`src/rtl/scr1_pipe_mprf_arb_if.sv`:
```
// EXU / debug / MPRF signal bundle around the MPRF access arbiter.
interface scr1_pipe_mprf_arb_if #(
  parameter int MPRF_AWIDTH = 5,
  parameter int XLEN        = 32
);
  logic                   exu2arb_w_req_i;
  logic [MPRF_AWIDTH-1:0] exu2arb_rd_addr_i;
  logic [XLEN-1:0]        exu2arb_rd_data_i;
  logic                   exu2arb_rs2_req_i;
  logic [MPRF_AWIDTH-1:0] exu2arb_rs2_addr_i;
  logic                   arb2exu_ready_o;
  logic                   dbg2arb_req_i;
  logic                   dbg2arb_we_i;
  logic [MPRF_AWIDTH-1:0] dbg2arb_addr_i;
  logic [XLEN-1:0]        dbg2arb_wdata_i;
  logic                   arb2dbg_ack_o;
  logic [XLEN-1:0]        arb2dbg_rdata_o;
  logic                   arb2mprf_w_req_o;
  logic [MPRF_AWIDTH-1:0] arb2mprf_rd_addr_o;
  logic [XLEN-1:0]        arb2mprf_rd_data_o;
  logic [MPRF_AWIDTH-1:0] arb2mprf_rs2_addr_o;
  logic [XLEN-1:0]        mprf2arb_rs2_data_i;

  modport slave (
    input  exu2arb_w_req_i, exu2arb_rd_addr_i, exu2arb_rd_data_i,
           exu2arb_rs2_req_i, exu2arb_rs2_addr_i,
           dbg2arb_req_i, dbg2arb_we_i, dbg2arb_addr_i, dbg2arb_wdata_i,
           mprf2arb_rs2_data_i,
    output arb2exu_ready_o, arb2dbg_ack_o, arb2dbg_rdata_o,
           arb2mprf_w_req_o, arb2mprf_rd_addr_o, arb2mprf_rd_data_o,
           arb2mprf_rs2_addr_o
  );

  modport master (
    output exu2arb_w_req_i, exu2arb_rd_addr_i, exu2arb_rd_data_i,
           exu2arb_rs2_req_i, exu2arb_rs2_addr_i,
           dbg2arb_req_i, dbg2arb_we_i, dbg2arb_addr_i, dbg2arb_wdata_i,
           mprf2arb_rs2_data_i,
    input  arb2exu_ready_o, arb2dbg_ack_o, arb2dbg_rdata_o,
           arb2mprf_w_req_o, arb2mprf_rd_addr_o, arb2mprf_rd_data_o,
           arb2mprf_rs2_addr_o
  );
endinterface

```
`src/rtl/scr1_pipe_mprf_arb.sv`:
```
// MPRF access arbiter: post-reset register clear, EXU/debug sharing of the
// write port and debug borrowing of the rs2 read port.
module scr1_pipe_mprf_arb #(
  parameter int MPRF_SIZE   = 32,
  parameter int MPRF_AWIDTH = 5,
  parameter int XLEN        = 32,
  parameter int INIT_EN     = 1,
  parameter int RD_LAT      = 1,
  parameter int STARVE_LIM  = 8
) (
  input  logic                 clk,
  input  logic                 rst,
  scr1_pipe_mprf_arb_if.slave  bus
);
  localparam int SW = $clog2(STARVE_LIM + 1);

  typedef enum logic       {INIT, RUN} top_state_e;
  typedef enum logic [1:0] {D_IDLE, D_WAIT, D_RDDATA, D_ACK} dbg_state_e;

  top_state_e             state;
  dbg_state_e             dstate;
  logic [MPRF_AWIDTH-1:0] init_cnt;
  logic                   d_we;
  logic [MPRF_AWIDTH-1:0] d_addr;
  logic [XLEN-1:0]        d_wdata;
  logic [XLEN-1:0]        d_rdata;
  logic [SW-1:0]          starve_cnt;

  logic init_wr, stall, ready, exu_wr, d_zero, d_wr_go, d_rd_go, d_grant;
  logic                   w_req;
  logic [MPRF_AWIDTH-1:0] w_addr;
  logic [XLEN-1:0]        w_data;

  // Outputs are gated by rst so the reset values hold while rst is high.
  assign init_wr = (state == INIT) && !rst;
  assign stall   = (dstate == D_WAIT) && (starve_cnt >= SW'(STARVE_LIM));
  assign ready   = (state == RUN) && !stall && !rst;
  assign exu_wr  = bus.exu2arb_w_req_i && ready && (bus.exu2arb_rd_addr_i != '0);
  assign d_zero  = (d_addr == '0);
  // x0 accesses never touch the MPRF, so they complete without a port.
  assign d_wr_go = (dstate == D_WAIT) && d_we && (d_zero || !exu_wr);
  assign d_rd_go = (dstate == D_WAIT) && !d_we &&
                   (d_zero || !bus.exu2arb_rs2_req_i || !ready);
  assign d_grant = d_wr_go || d_rd_go;

  always_comb begin
    w_req  = 1'b0;
    w_addr = '0;
    w_data = '0;
    if (init_wr) begin
      w_req  = 1'b1;
      w_addr = init_cnt;
    end else if (exu_wr) begin
      w_req  = 1'b1;
      w_addr = bus.exu2arb_rd_addr_i;
      w_data = bus.exu2arb_rd_data_i;
    end else if (d_wr_go && !d_zero) begin
      w_req  = 1'b1;
      w_addr = d_addr;
      w_data = d_wdata;
    end
  end

  assign bus.arb2mprf_w_req_o    = w_req;
  assign bus.arb2mprf_rd_addr_o  = w_addr;
  assign bus.arb2mprf_rd_data_o  = w_data;
  assign bus.arb2mprf_rs2_addr_o = (d_rd_go && !d_zero) ? d_addr : bus.exu2arb_rs2_addr_i;
  assign bus.arb2exu_ready_o     = ready;
  assign bus.arb2dbg_ack_o       = (dstate == D_ACK);
  assign bus.arb2dbg_rdata_o     = d_rdata;

  always_ff @(posedge clk or posedge rst) begin
    if (rst) begin
      state    <= (INIT_EN != 0) ? INIT : RUN;
      init_cnt <= MPRF_AWIDTH'(1);
    end else if (state == INIT) begin
      if (init_cnt == MPRF_AWIDTH'(MPRF_SIZE - 1)) state <= RUN;
      init_cnt <= init_cnt + 1'b1;
    end
  end

  always_ff @(posedge clk or posedge rst) begin
    if (rst) begin
      dstate     <= D_IDLE;
      d_we       <= 1'b0;
      d_addr     <= '0;
      d_wdata    <= '0;
      d_rdata    <= '0;
      starve_cnt <= '0;
    end else begin
      case (dstate)
        D_IDLE: if ((state == RUN) && bus.dbg2arb_req_i) begin
          d_we    <= bus.dbg2arb_we_i;
          d_addr  <= bus.dbg2arb_addr_i;
          d_wdata <= bus.dbg2arb_wdata_i;
          dstate  <= D_WAIT;
        end
        D_WAIT: if (d_grant) begin
          starve_cnt <= '0;
          if (d_we) begin
            dstate <= D_ACK;
          end else if (d_zero) begin
            d_rdata <= '0;
            dstate  <= D_ACK;
          end else if (RD_LAT == 0) begin
            d_rdata <= bus.mprf2arb_rs2_data_i;
            dstate  <= D_ACK;
          end else begin
            dstate <= D_RDDATA;
          end
        end else if (starve_cnt < SW'(STARVE_LIM)) begin
          starve_cnt <= starve_cnt + 1'b1;
        end
        D_RDDATA: begin
          d_rdata <= bus.mprf2arb_rs2_data_i;
          dstate  <= D_ACK;
        end
        D_ACK:   dstate <= D_IDLE;
        default: dstate <= D_IDLE;
      endcase
    end
  end
endmodule

```
`src/flat_wrapper.sv`:
```
// flat-port wrapper written by rule: the top's interface ports become plain ports
module scr1_pipe_mprf_arb_flat 
#(
  parameter int MPRF_SIZE   = 32,
  parameter int MPRF_AWIDTH = 5,
  parameter int XLEN        = 32,
  parameter int INIT_EN     = 1,
  parameter int RD_LAT      = 1,
  parameter int STARVE_LIM  = 8
)
  (clk, rst, bus_exu2arb_w_req_i, bus_exu2arb_rd_addr_i, bus_exu2arb_rd_data_i, bus_exu2arb_rs2_req_i, bus_exu2arb_rs2_addr_i, bus_dbg2arb_req_i, bus_dbg2arb_we_i, bus_dbg2arb_addr_i, bus_dbg2arb_wdata_i, bus_mprf2arb_rs2_data_i, bus_arb2exu_ready_o, bus_arb2dbg_ack_o, bus_arb2dbg_rdata_o, bus_arb2mprf_w_req_o, bus_arb2mprf_rd_addr_o, bus_arb2mprf_rd_data_o, bus_arb2mprf_rs2_addr_o);
  scr1_pipe_mprf_arb_if #(.MPRF_AWIDTH(MPRF_AWIDTH), .XLEN(XLEN)) bus_i ();
  input  logic clk;
  input  logic rst;
  input wire logic [$bits(bus_i.exu2arb_w_req_i)-1:0] bus_exu2arb_w_req_i;
  input wire logic [$bits(bus_i.exu2arb_rd_addr_i)-1:0] bus_exu2arb_rd_addr_i;
  input wire logic [$bits(bus_i.exu2arb_rd_data_i)-1:0] bus_exu2arb_rd_data_i;
  input wire logic [$bits(bus_i.exu2arb_rs2_req_i)-1:0] bus_exu2arb_rs2_req_i;
  input wire logic [$bits(bus_i.exu2arb_rs2_addr_i)-1:0] bus_exu2arb_rs2_addr_i;
  input wire logic [$bits(bus_i.dbg2arb_req_i)-1:0] bus_dbg2arb_req_i;
  input wire logic [$bits(bus_i.dbg2arb_we_i)-1:0] bus_dbg2arb_we_i;
  input wire logic [$bits(bus_i.dbg2arb_addr_i)-1:0] bus_dbg2arb_addr_i;
  input wire logic [$bits(bus_i.dbg2arb_wdata_i)-1:0] bus_dbg2arb_wdata_i;
  input wire logic [$bits(bus_i.mprf2arb_rs2_data_i)-1:0] bus_mprf2arb_rs2_data_i;
  output wire logic [$bits(bus_i.arb2exu_ready_o)-1:0] bus_arb2exu_ready_o;
  output wire logic [$bits(bus_i.arb2dbg_ack_o)-1:0] bus_arb2dbg_ack_o;
  output wire logic [$bits(bus_i.arb2dbg_rdata_o)-1:0] bus_arb2dbg_rdata_o;
  output wire logic [$bits(bus_i.arb2mprf_w_req_o)-1:0] bus_arb2mprf_w_req_o;
  output wire logic [$bits(bus_i.arb2mprf_rd_addr_o)-1:0] bus_arb2mprf_rd_addr_o;
  output wire logic [$bits(bus_i.arb2mprf_rd_data_o)-1:0] bus_arb2mprf_rd_data_o;
  output wire logic [$bits(bus_i.arb2mprf_rs2_addr_o)-1:0] bus_arb2mprf_rs2_addr_o;
  assign bus_i.exu2arb_w_req_i = bus_exu2arb_w_req_i;
  assign bus_i.exu2arb_rd_addr_i = bus_exu2arb_rd_addr_i;
  assign bus_i.exu2arb_rd_data_i = bus_exu2arb_rd_data_i;
  assign bus_i.exu2arb_rs2_req_i = bus_exu2arb_rs2_req_i;
  assign bus_i.exu2arb_rs2_addr_i = bus_exu2arb_rs2_addr_i;
  assign bus_i.dbg2arb_req_i = bus_dbg2arb_req_i;
  assign bus_i.dbg2arb_we_i = bus_dbg2arb_we_i;
  assign bus_i.dbg2arb_addr_i = bus_dbg2arb_addr_i;
  assign bus_i.dbg2arb_wdata_i = bus_dbg2arb_wdata_i;
  assign bus_i.mprf2arb_rs2_data_i = bus_mprf2arb_rs2_data_i;
  assign bus_arb2exu_ready_o = bus_i.arb2exu_ready_o;
  assign bus_arb2dbg_ack_o = bus_i.arb2dbg_ack_o;
  assign bus_arb2dbg_rdata_o = bus_i.arb2dbg_rdata_o;
  assign bus_arb2mprf_w_req_o = bus_i.arb2mprf_w_req_o;
  assign bus_arb2mprf_rd_addr_o = bus_i.arb2mprf_rd_addr_o;
  assign bus_arb2mprf_rd_data_o = bus_i.arb2mprf_rd_data_o;
  assign bus_arb2mprf_rs2_addr_o = bus_i.arb2mprf_rs2_addr_o;
  scr1_pipe_mprf_arb #(.MPRF_SIZE(MPRF_SIZE), .MPRF_AWIDTH(MPRF_AWIDTH), .XLEN(XLEN), .INIT_EN(INIT_EN), .RD_LAT(RD_LAT), .STARVE_LIM(STARVE_LIM)) u_core (.clk(clk), .rst(rst), .bus(bus_i));
endmodule
```
`config.mk`:
```
export PLATFORM = sky130hd
export DESIGN_NAME = scr1_pipe_mprf_arb_flat
export DESIGN_NICKNAME = d
export VERILOG_FILES = /design/src/rtl/scr1_pipe_mprf_arb_if.sv /design/src/rtl/scr1_pipe_mprf_arb.sv /design/src/flat_wrapper.sv
export SDC_FILE = /design/constraint.sdc
export NUM_CORES = 1
export LEC_CHECK = 0
export BUFFER_PORTS_ARGS = -buffer_cell sky130_fd_sc_hd__buf_4
export CAP_MARGIN = 40
export CORE_AREA = 5 5 85 118
export CTS_BUF_LIST = sky130_fd_sc_hd__clkbuf_16
export DETAILED_ROUTE_END_ITERATION = 8
export DIE_AREA = 0 0 90 123
export GPL_ROUTABILITY_DRIVEN = 1
export HOLD_SLACK_MARGIN = 0.1
export PLACE_DENSITY = 0.79
export SLEW_MARGIN = 5
export SYNTH_ARGS = -nofsm -noshare
export SYNTH_HDL_FRONTEND = slang
export SYNTH_SLANG_ARGS = --single-unit
```
`constraint.sdc`:
```
create_clock -name clk -period 5.2 [get_ports clk]
set_input_delay 0.78 -clock clk [delete_from_list [all_inputs] [get_ports clk]]
set_output_delay 0.78 -clock clk [all_outputs]
set_load 0.05 [all_outputs]
```
==> qor.txt, run 1 <==
dpl hpwl - 8780 um
TNS Setup - 0 ns
unrepaired setup endpoints after global routing - no
actual slew at the worst max-slew pin - 0.842 ns
via/cell ratio - 5.32
maximum VDD drop - 342 uV
FF-to-FF path depth - 7
Critical Path End Type - output pin
Final nets - 675
CORE AREA - 8870 um2
CTS tree - built
DIE HEIGHT - 123 um
Pleak - 3.04 nW
CP Cell Sequence - inv_1 -> ha_1 -> nand2_1 -> and3_1 -> o211a_1 -> nor4_4 -> buf_4 -> a22o_1 -> buf_4
internal power - 1.83 mW
cts repair resizes - 0
post-route cell area - 5870 um2
Placed Area - 5580 um2
Diodes inserted - 0
total grt overflow - 0
row count - 41
final setup fails - 0
ANT nets after route - 0
share of total power in the clock network - 19.6%
largest net degree at the start of global routing - 46
CTS Buffer Depth - 2
clk_skew - 0.00629 ns
Pwr Density - 539 nW/um2
routed len/inst - 17.1 um
Flop pwr share - 32.7%
global-route wire length before repair - 18300 um
sequential area share after synthesis - 51.8%
Async S/R FF share, synth - 100%
maxcap violations - 0
CP Max Fanout - 32
total clock sinks - 82
Reg clk slew, reported paths - 0.06 ns
Yosys cell types - 38
Critical-path top delay cell - dfrtp_1
Avg Cell Area, Syn - 10.8 um2
top-count cell post-synth - dfrtp_1
FMAX - 260 MHz
RR Startpoint - u_core.dstate[1]$_DFFE_PP0P_
fillers - 737
IO Pins - 194
most common library cells after synthesis - dfrtp_1, nand2_1, mux2_2, nand3_1, a22o_1
Syn Nets - 490
I/O Buffers - 193
final WL - 11300 um
gr usage total - 20.4%
reg-to-reg endpoint - u_core.starve_cnt[0]$_DFFE_PP0P_
post-route DRC violation count - 0
antenna violations before repair - 0
Crit Path Class - register to output pin
Skew-Pair Late Insertion Delay - 0.33 ns
Worst EP required - 4.42 ns
Yosys reg bits - 82
Crit. Startpoint - u_core.dstate[1]$_DFFE_PP0P_
Num CTS Buffers - 9
Main synth FF type - dfrtp_1
Area Overhead vs Synth - 48.2%
r2r setup slk - 2.71 ns
CP Launch Type - register
status - complete, no violations
H-Tree Depth - 3
total number of vias - 3522
Net Sw Power - 1.34 mW
share of cells above drive strength 1 - 48.6%
normalized max-slew margin - 43.7%
hold buffers post-CTS - 0
Synth Cell Area - 3960 um2
Syn. warnings - 0
fin crit share - 74.0%
Root Driver - clkbuf_16
crit path DAT - 3.07 ns
Final Hold Viols - 0
Post-CTS Setup Inserts - 0
Sw Ratio - 42.2%
worst setup path end - bus_arb2mprf_rd_data_o[14]
top cell type's share of synthesized area - 51.2%
vias in the first global route - 3763
leading area contributor after synthesis - dfrtp_1
Synth Instances - 365
DR pass1 iterations - 4
Slew Viols, Final - 0
main area contributors after synthesis - dfrtp_1, mux2_2, a22o_1
die footprint - 11100 um2
CP peak stage delay - 0.42 ns
Most common cell on crit path - buf_4
DR iter-0 viols - 145
combinational share of power - 47.7%
cell depth of the worst setup path - 9
Crit path max-delay family - simple AND/OR/NAND/NOR gates
Buf/Inv on CP - 3
Die X - 90 um
Initial Util - 44.6%
Hold Path Class - register to register
number of synthesized flops with an enable pin - 0
RD Place Congestion - 0.811
Final min period - 3.85 ns
[registers in the layout, summed over array words and instances, names as in the netlist]
signal	flops
u_core.d_we	1
u_core.bus.arb2dbg_rdata_o	32
u_core.d_addr	5
u_core.state	1
u_core.dstate	2
u_core.d_wdata	32
u_core.init_cnt	5
u_core.starve_cnt	4
[logic make-up after synthesis]
logic type	count (synthesis)	share of synthesized area, %
flip-flops	82	51.8
AO/OA/AOI/OAI	58	11.7
buffers and inverters	33	3.92
multiplexers	50	14.1
AND/OR/NAND/NOR	131	15.3
adder cells (fa/ha/maj)	8	2.53
XOR/XNOR	3	0.664
[layout by cell type (no fill, tap or decap), types with 3 or more instances in the layout]
master     netlist  routed
a21oi_1          3       3
a22o_1          34      34
and3_1           6       6
buf_16           0       4
buf_4            0     196
clkbuf_16        0       9
dfrtp_1         81      81
ha_1             8       8
inv_1            6       5
mux2_2          46      46
mux2i_1          4       4
nand2_1         74      74
nand3_1         35      34
nor2_1           5       5
o21ai_0          8       8
xnor2_1          3       3
[stage by stage]
step	utilization [%]	instances	hold WS (ns)	worst slack [ns]	power [mW]
floorplan	-	365	0.459	0.344	2.06
global placement	61.4	641	0.451	1.20	2.45
detailed placement	62.8	646	0.459	1.49	2.56
CTS	66.1	662	0.474	1.34	3.20
global route	66.1	662	0.496	1.10	3.36
finish	66.1	662	0.465	1.35	3.17
[how the worst min path moves through the flow]
stage | from | end | slack [ns] | cells after the start
global placement | u_core.bus.arb2dbg_rdata_o[7]$_DFFE_PP0P_ | u_core.bus.arb2dbg_rdata_o[7]$_DFFE_PP0P_ | 0.45 | 2
finish | u_core.bus.arb2dbg_rdata_o[30]$_DFFE_PP0P_ | u_core.bus.arb2dbg_rdata_o[30]$_DFFE_PP0P_ | 0.47 | 2
floorplan | u_core.init_cnt[3]$_DFFE_PP0N_ | u_core.init_cnt[3]$_DFFE_PP0N_ | 0.46 | 1
global route | u_core.bus.arb2dbg_rdata_o[30]$_DFFE_PP0P_ | u_core.bus.arb2dbg_rdata_o[30]$_DFFE_PP0P_ | 0.50 | 2
CTS | u_core.bus.arb2dbg_rdata_o[30]$_DFFE_PP0P_ | u_core.bus.arb2dbg_rdata_o[30]$_DFFE_PP0P_ | 0.47 | 2
detailed placement | u_core.bus.arb2dbg_rdata_o[20]$_DFFE_PP0P_ | u_core.bus.arb2dbg_rdata_o[20]$_DFFE_PP0P_ | 0.46 | 2
[worst register-to-register path, delay by kind of cell (launching register included)]
family	cells	cell delay, ns
compound gates	2	0.94
mux	1	0.26
simple gates	2	0.43
flops	1	0.40
buf+inv	1	0.09
fa+ha+maj	1	0.33
[metal layers]
metal  share of wire [%]  GRT usage (%)
met5                   0              0
met4                 3.4           11.1
met3                 9.2           7.91
met2                  50           33.5
met1                  37           22.9
[layout make-up]
| type | instances | area [um2] | share of cell area, % |
|---|---|---|---|
| sequential | 82 | 2050 | 35.0 |
| clock buffer | 9 | 225 | 3.84 |
| timing repair buffer | 201 | 1600 | 27.3 |
| clock inverter | 7 | 68.8 | 1.17 |
| inverter | 6 | 26.3 | 0.448 |
| multi-input combinational | 250 | 1760 | 30.0 |
| tap | 107 | 134 | 2.28 |
[power by group through the flow]
stage	combinational [mW]	sequential [mW]	clock [mW]
2_1_floorplan	0.871	1.19	0
3_3_place_gp	1.42	1.03	0
3_5_place_dp	1.52	1.04	0
4_1_cts	1.53	1.03	0.640
5_1_grt	1.62	1.07	0.671
6_report	1.51	1.03	0.622
Power figures use the tool's default switching activity.
==> inputs of run 2 (changes only) <==
- clock period: 5.2 -> 3.8 ns (I/O delays scaled with it)
==> run 2 against run 1 <==
  * Sequential share of layout area shrank 1.7 points
  * Final cell count rose by 0.30%
  * Sequential power grew 42%
  * Setup slack got worse by 0.92 ns
==> qor.txt, run 2 (synthesis results as in run 1) <==
Crit. Startpoint - u_core.dstate[1]$_DFFE_PP0P_
crit path DAT - 2.80 ns (-0.27 ns)
normalized max-slew margin - 59.9% (+16 points)
hold buffers post-CTS - 0 (unchanged)
final setup fails - 0 (unchanged)
status - complete, no violations
global-route wire length before repair - 19400 um (+6.3%)
Post-CTS Setup Inserts - 0 (unchanged)
Reg clk slew, reported paths - 0.06 ns (about the same)
Critical Path End Type - output pin
Pleak - 3.23 nW (+6.3%)
Skew-Pair Late Insertion Delay - 0.33 ns (about the same)
Initial Util - 44.6% (unchanged)
Root Driver - clkbuf_16
share of cells above drive strength 1 - 55.5% (+6.8 points)
share of total power in the clock network - 21.2% (+1.6 points)
combinational share of power - 46.8% (-0.9 points)
CP peak stage delay - 0.48 ns (+0.06 ns)
dpl hpwl - 9200 um (+4.8%)
worst hold slack - 0.414 ns (-0.0507 ns)
CORE AREA - 8870 um2 (unchanged)
antenna violations before repair - 0 (unchanged)
commonest non-fill, non-tap cell in the layout - buf_4
DR iter-0 viols - 152 (+4.8%)
IO Pins - 194 (unchanged)
Worst EP required - 3.23 ns (-1.19 ns)
Diodes inserted - 0 (unchanged)
TNS Setup - 0 ns (unchanged)
most frequent cells in the layout - buf_4, dfrtp_1, nand2_1, mux2_2, nand3_1
internal power - 2.67 mW (+46%)
fin crit share - 88.7%
FMAX - 297 MHz
RR Startpoint - u_core.dstate[1]$_DFFE_PP0P_
Flop pwr share - 32.0% (-0.7 points)
I/O Buffers - 193 (unchanged)
die footprint - 11100 um2 (unchanged)
CTS Buffer Depth - 2 (unchanged)
Num CTS Buffers - 9 (unchanged)
Final Hold Viols - 0 (unchanged)
Critical-path top delay cell - buf_4
clk_skew - 0.00714 ns (+0.000847 ns)
via/cell ratio - 5.32 (about the same)
cts repair resizes - 0 (unchanged)
final std cells w/o fill - 664 (+0.30%)
Die X - 90 um (unchanged)
H-Tree Depth - 3 (unchanged)
RD Place Congestion - 0.839 (+3.5%)
Net Sw Power - 1.90 mW (+42%)
maxcap violations - 0 (unchanged)
unrepaired setup endpoints after global routing - no
CP Cell Sequence - inv_1 -> ha_1 -> buf_4 -> nand2_1 -> and3_1 -> o211a_2 -> nor4_4 -> buf_4 -> a22o_2 -> buf_4
final WL - 12300 um (+8.2%)
gr usage total - 22.0% (+1.6 points)
total clock sinks - 82 (unchanged)
DIE HEIGHT - 123 um (unchanged)
ANT nets after route - 0 (unchanged)
Final nets - 677 (+0.30%)
total grt overflow - 0 (unchanged)
Cells after DPL - 648 (+0.31%)
actual slew at the worst max-slew pin - 0.586 ns (-0.256 ns)
CP Max Fanout - 32 (unchanged)
Most common cell on crit path - buf_4
Slew Viols, Final - 0 (unchanged)
post-route DRC violation count - 0 (unchanged)
row count - 41 (unchanged)
CP Launch Type - register
total number of vias - 3535 (+0.37%)
DR pass1 iterations - 4 (unchanged)
Crit Path Class - register to output pin
vias in the first global route - 3829 (+1.8%)
Sw Ratio - 41.6% (-0.58 points)
maximum VDD drop - 409 uV (+20%)
Hold Path Class - primary input to async pin
Final min period - 3.37 ns
Area Overhead vs Synth - 55.7%
largest net degree at the start of global routing - 48 (+4.3%)
CTS tree - built
routed len/inst - 18.5 um (+7.9%)
Pwr Density - 741 nW/um2 (+37%)
==> run 2: changes by cell type in the layout (fill, tap and decap cells not counted), sizes merged <==
cell / before / now
buf: 201 / 203
bufinv: 1 / 3
clkinv: 4 / 3
clkinvlp: 2 / 1
==> run 2: worst max-delay path, delay by kind of cell, from the launching register on <==
| kind | cells | cell delay, ns |
|---|---|---|
| and+or+nand+nor | 3 | 0.52 |
| adders and majority gates | 1 | 0.14 |
| AOI/OAI and AO/OA | 2 | 0.43 |
| buffers and inverters | 4 | 0.95 |
| DFF | 1 | 0.41 |
==> run 2: per-stage QoR <==
stage | worst slack, ns | power (mW) | instance area, um2 | utilization, %
after global placement | 0.676 | 3.47 | 5760 | 64.9
after global routing | 0.274 | 4.80 | 6170 | 69.5
after CTS | 0.415 | 4.61 | 6170 | 69.5
after floorplan | -0.102 | 2.94 | 4250 | -
after detailed placement | 0.599 | 3.60 | 5830 | 65.7
final | 0.428 | 4.57 | 6170 | 69.5
==> run 2: final cells by class <==
class	count	area [um2]
Clock buffer	9	225
Tap cell	107	134
Fill cell	669	2710
Inverter	6	26.3
Timing Repair Buffer	203	1580
Multi-Input combinational cell	250	2040
Sequential cell	82	2050
Clock inverter	7	109
==> run 2: layer usage <==
metal / vias to the layer above / global-route usage, % / part of all wire, %
met2: 105 / 40.2 / 57
li1: 1679 / - / -
met3: 20 / 6.03 / 5.4
met1: 1731 / 23.8 / 35
met5: - / 0 / 0
met4: 0 / 9.68 / 2.5
==> run 2: final timing paths <==
path / slack, ns / depth (start not counted) / end
hold / removal: 0.41 / 3 / u_core.bus.arb2dbg_rdata_o[26]$_DFFE_PP0P_
min in group clk: 0.47 / 2 / u_core.bus.arb2dbg_rdata_o[29]$_DFFE_PP0P_
setup / recovery: 0.43 / 10 / bus_arb2mprf_rd_data_o[31]
max in group asynchronous: 2.80 / 4 / u_core.bus.arb2dbg_rdata_o[18]$_DFFE_PP0P_
hold reg to reg: 0.47 / 2 / u_core.bus.arb2dbg_rdata_o[29]$_DFFE_PP0P_
setup reg to reg: 1.35 / 8 / u_core.starve_cnt[0]$_DFFE_PP0P_
==> run 2: power by group through the flow <==
stage	combinational, mW	clock, mW	sequential (mW)
floorplan	1.28	0	1.66
global placement	2.02	0	1.45
detailed placement	2.14	0	1.46
CTS	2.16	0.995	1.46
global route	2.28	1.03	1.49
finish	2.14	0.969	1.46
==> inputs of run 3 (changes only) <==
- PLACE_DENSITY: 0.79 -> 0.89
==> run 3 against run 2 <==
  * Critical path depth is the same
  * Highest routed layer unchanged
  * Largest power group unchanged
  * Routed wire length shrank 2.5%
  * Combinational power shrank 2%
==> qor.txt, run 3 (synthesis results as in run 1) <==
Diodes inserted - 0 (unchanged)
crit path DAT - 2.74 ns (-0.06 ns)
post-route DRC violation count - 0 (unchanged)
Skew-Pair Late Insertion Delay - 0.33 ns (about the same)
CTS tree - built
total grt overflow - 0 (unchanged)
gr usage total - 21.6% (-0.38 points)
TNS Setup - 0 ns (unchanged)
RR Startpoint - u_core.dstate[1]$_DFFE_PP0P_
maximum VDD drop - 488 uV (+19%)
final WL - 12000 um (-2.5%)
DR pass1 iterations - 4 (unchanged)
reg-to-reg endpoint - u_core.starve_cnt[0]$_DFFE_PP0P_
CP Max Fanout - 22 (-31%)
Pleak - 3.20 nW (-0.95%)
via/cell ratio - 5.36 (+0.63%)
Post-CTS Setup Inserts - 0 (unchanged)
maxcap violations - 0 (unchanged)
Crit Path Class - register to output pin
Num CTS Buffers - 9 (unchanged)
total clock sinks - 82 (unchanged)
die footprint - 11100 um2 (unchanged)
Final nets - 679 (+0.30%)
routed len/inst - 18.0 um (-2.8%)
status - complete, no violations
CORE AREA - 8870 um2 (unchanged)
ANT nets after route - 0 (unchanged)
final core occ - 68.9% (-0.58 points)
CTS Buffer Depth - 2 (unchanged)
CP Cell Sequence - inv_1 -> ha_1 -> buf_4 -> nand2_1 -> and3_1 -> o211a_2 -> nor4_4 -> buf_4 -> a22o_2 -> buf_4
Reg clk slew, reported paths - 0.06 ns (about the same)
clk_skew - 0.00600 ns (-0.00114 ns)
Final Hold Viols - 0 (unchanged)
row count - 41 (unchanged)
RD Place Congestion - 0.823 (-1.9%)
dpl hpwl - 9340 um (+1.5%)
Critical-path top delay cell - dfrtp_1
actual slew at the worst max-slew pin - 0.551 ns (-0.0352 ns)
Pwr Density - 721 nW/um2 (-2.7%)
fin crit share - 87.0% (-1.7 points)
commonest non-fill, non-tap cell in the layout - buf_4
total number of vias - 3568 (+0.93%)
global-route wire length before repair - 19400 um (-0.21%)
final setup fails - 0 (unchanged)
internal power - 2.51 mW (-5.7%)
Sw Ratio - 43.0% (+1.3 points)
Critical Path End Type - output pin
I/O Buffers - 193 (unchanged)
vias in the first global route - 3889 (+1.6%)
r2r setup slk - 1.35 ns (about the same)
CP Launch Type - register
share of total power in the clock network - 19.3% (-1.9 points)
Slew Viols, Final - 0 (unchanged)
Area Overhead vs Synth - 54.4%
hold buffers post-CTS - 0 (unchanged)
antenna violations before repair - 0 (unchanged)
most frequent cells in the layout - buf_4, dfrtp_1, nand2_1, mux2_2, nand3_1
Hold Path Class - primary input to async pin
Initial Util - 44.6% (unchanged)
IO Pins - 194 (unchanged)
DIE HEIGHT - 123 um (unchanged)
post-route cell area - 6110 um2 (-0.83%)
combinational share of power - 47.7% (+0.9 points)
share of cells above drive strength 1 - 55.6% (+0.16 points)
FMAX - 302 MHz (+2.0%)
Worst EP required - 3.23 ns (about the same)
Net Sw Power - 1.89 mW (-0.41%)
cts repair resizes - 0 (unchanged)
total power - 4.41 mW (-3.5%)
unrepaired setup endpoints after global routing - no
H-Tree Depth - 3 (unchanged)
Die X - 90 um (unchanged)
Flop pwr share - 33.0% (+1.0 points)
Final min period - 3.31 ns (-0.0649 ns)
FF-to-FF path depth - 8 (unchanged)
CP peak stage delay - 0.42 ns (-0.06 ns)
largest net degree at the start of global routing - 43 (-10%)
Placed Area - 5820 um2 (-0.21%)
normalized max-slew margin - 62.3% (+2.4 points)
Root Driver - clkbuf_16
Most common cell on crit path - buf_4
DR iter-0 viols - 123 (-19%)
-- run 3: per-stage QoR --
stage / hold WS, ns / setup WS [ns] / cells
2_1_floorplan: 0.459 / -0.102 / 365
3_3_place_gp: 0.451 / 0.713 / 648
3_5_place_dp: 0.459 / 0.666 / 650
4_1_cts: 0.433 / 0.475 / 666
5_1_grt: 0.458 / 0.367 / 666
6_report: 0.426 / 0.493 / 666
-- run 3: power by group through the flow --
| stage | clock [mW] | sequential [mW] | combinational [mW] |
|---|---|---|---|
| 2_1_floorplan | 0 | 1.66 | 1.28 |
| 3_3_place_gp | 0 | 1.45 | 2.04 |
| 3_5_place_dp | 0 | 1.46 | 2.12 |
| 4_1_cts | 0.869 | 1.45 | 2.12 |
| 5_1_grt | 0.902 | 1.49 | 2.25 |
| 6_report | 0.849 | 1.46 | 2.10 |
-- run 3: cell type report --
| cell class | count | area [um2] |
|---|---|---|
| clock buffer | 9 | 225 |
| clock inverter | 7 | 70.1 |
| fill | 651 | 2760 |
| inverter | 6 | 26.3 |
| multi-input combinational | 250 | 2040 |
| sequential | 82 | 2050 |
| tap | 107 | 134 |
| timing repair buffer | 205 | 1560 |
-- run 3: metal layers --
metal / routed length, um / GRT usage, % / vias up
li1: - / - / 1686
met1: 4250 / 24.0 / 1748
met2: 6670 / 39.5 / 119
met3: 871 / 6.76 / 15
met4: 176 / 6.52 / 0
met5: 0 / 0 / -
-- run 3: worst max-delay path, delay by kind of cell (launching register included) --
kind                     cells  cell delay (ns)
buffers and inverters        4             0.86
AND/OR/NAND/NOR              3             0.57
flip-flops                   1             0.42
AO/OA/AOI/OAI                2             0.40
adder cells (fa/ha/maj)      1             0.14
-- run 3: worst max-delay path by stage --
| stage | cells past startpoint | startpoint | end |
|---|---|---|---|
| 6_report | 10 | u_core.dstate[1]$_DFFE_PP0P_ | bus_arb2mprf_rd_data_o[19] |
| 5_1_grt | 10 | u_core.dstate[1]$_DFFE_PP0P_ | bus_arb2mprf_rd_data_o[19] |
| 4_1_cts | 10 | u_core.dstate[1]$_DFFE_PP0P_ | bus_arb2mprf_rd_data_o[19] |
| 3_5_place_dp | 7 | bus_exu2arb_rd_addr_i[0] | bus_arb2mprf_rd_data_o[19] |
| 3_3_place_gp | 7 | bus_exu2arb_rd_addr_i[0] | bus_arb2mprf_rd_data_o[31] |
| 2_1_floorplan | 8 | rst | bus_arb2mprf_rd_data_o[0] |
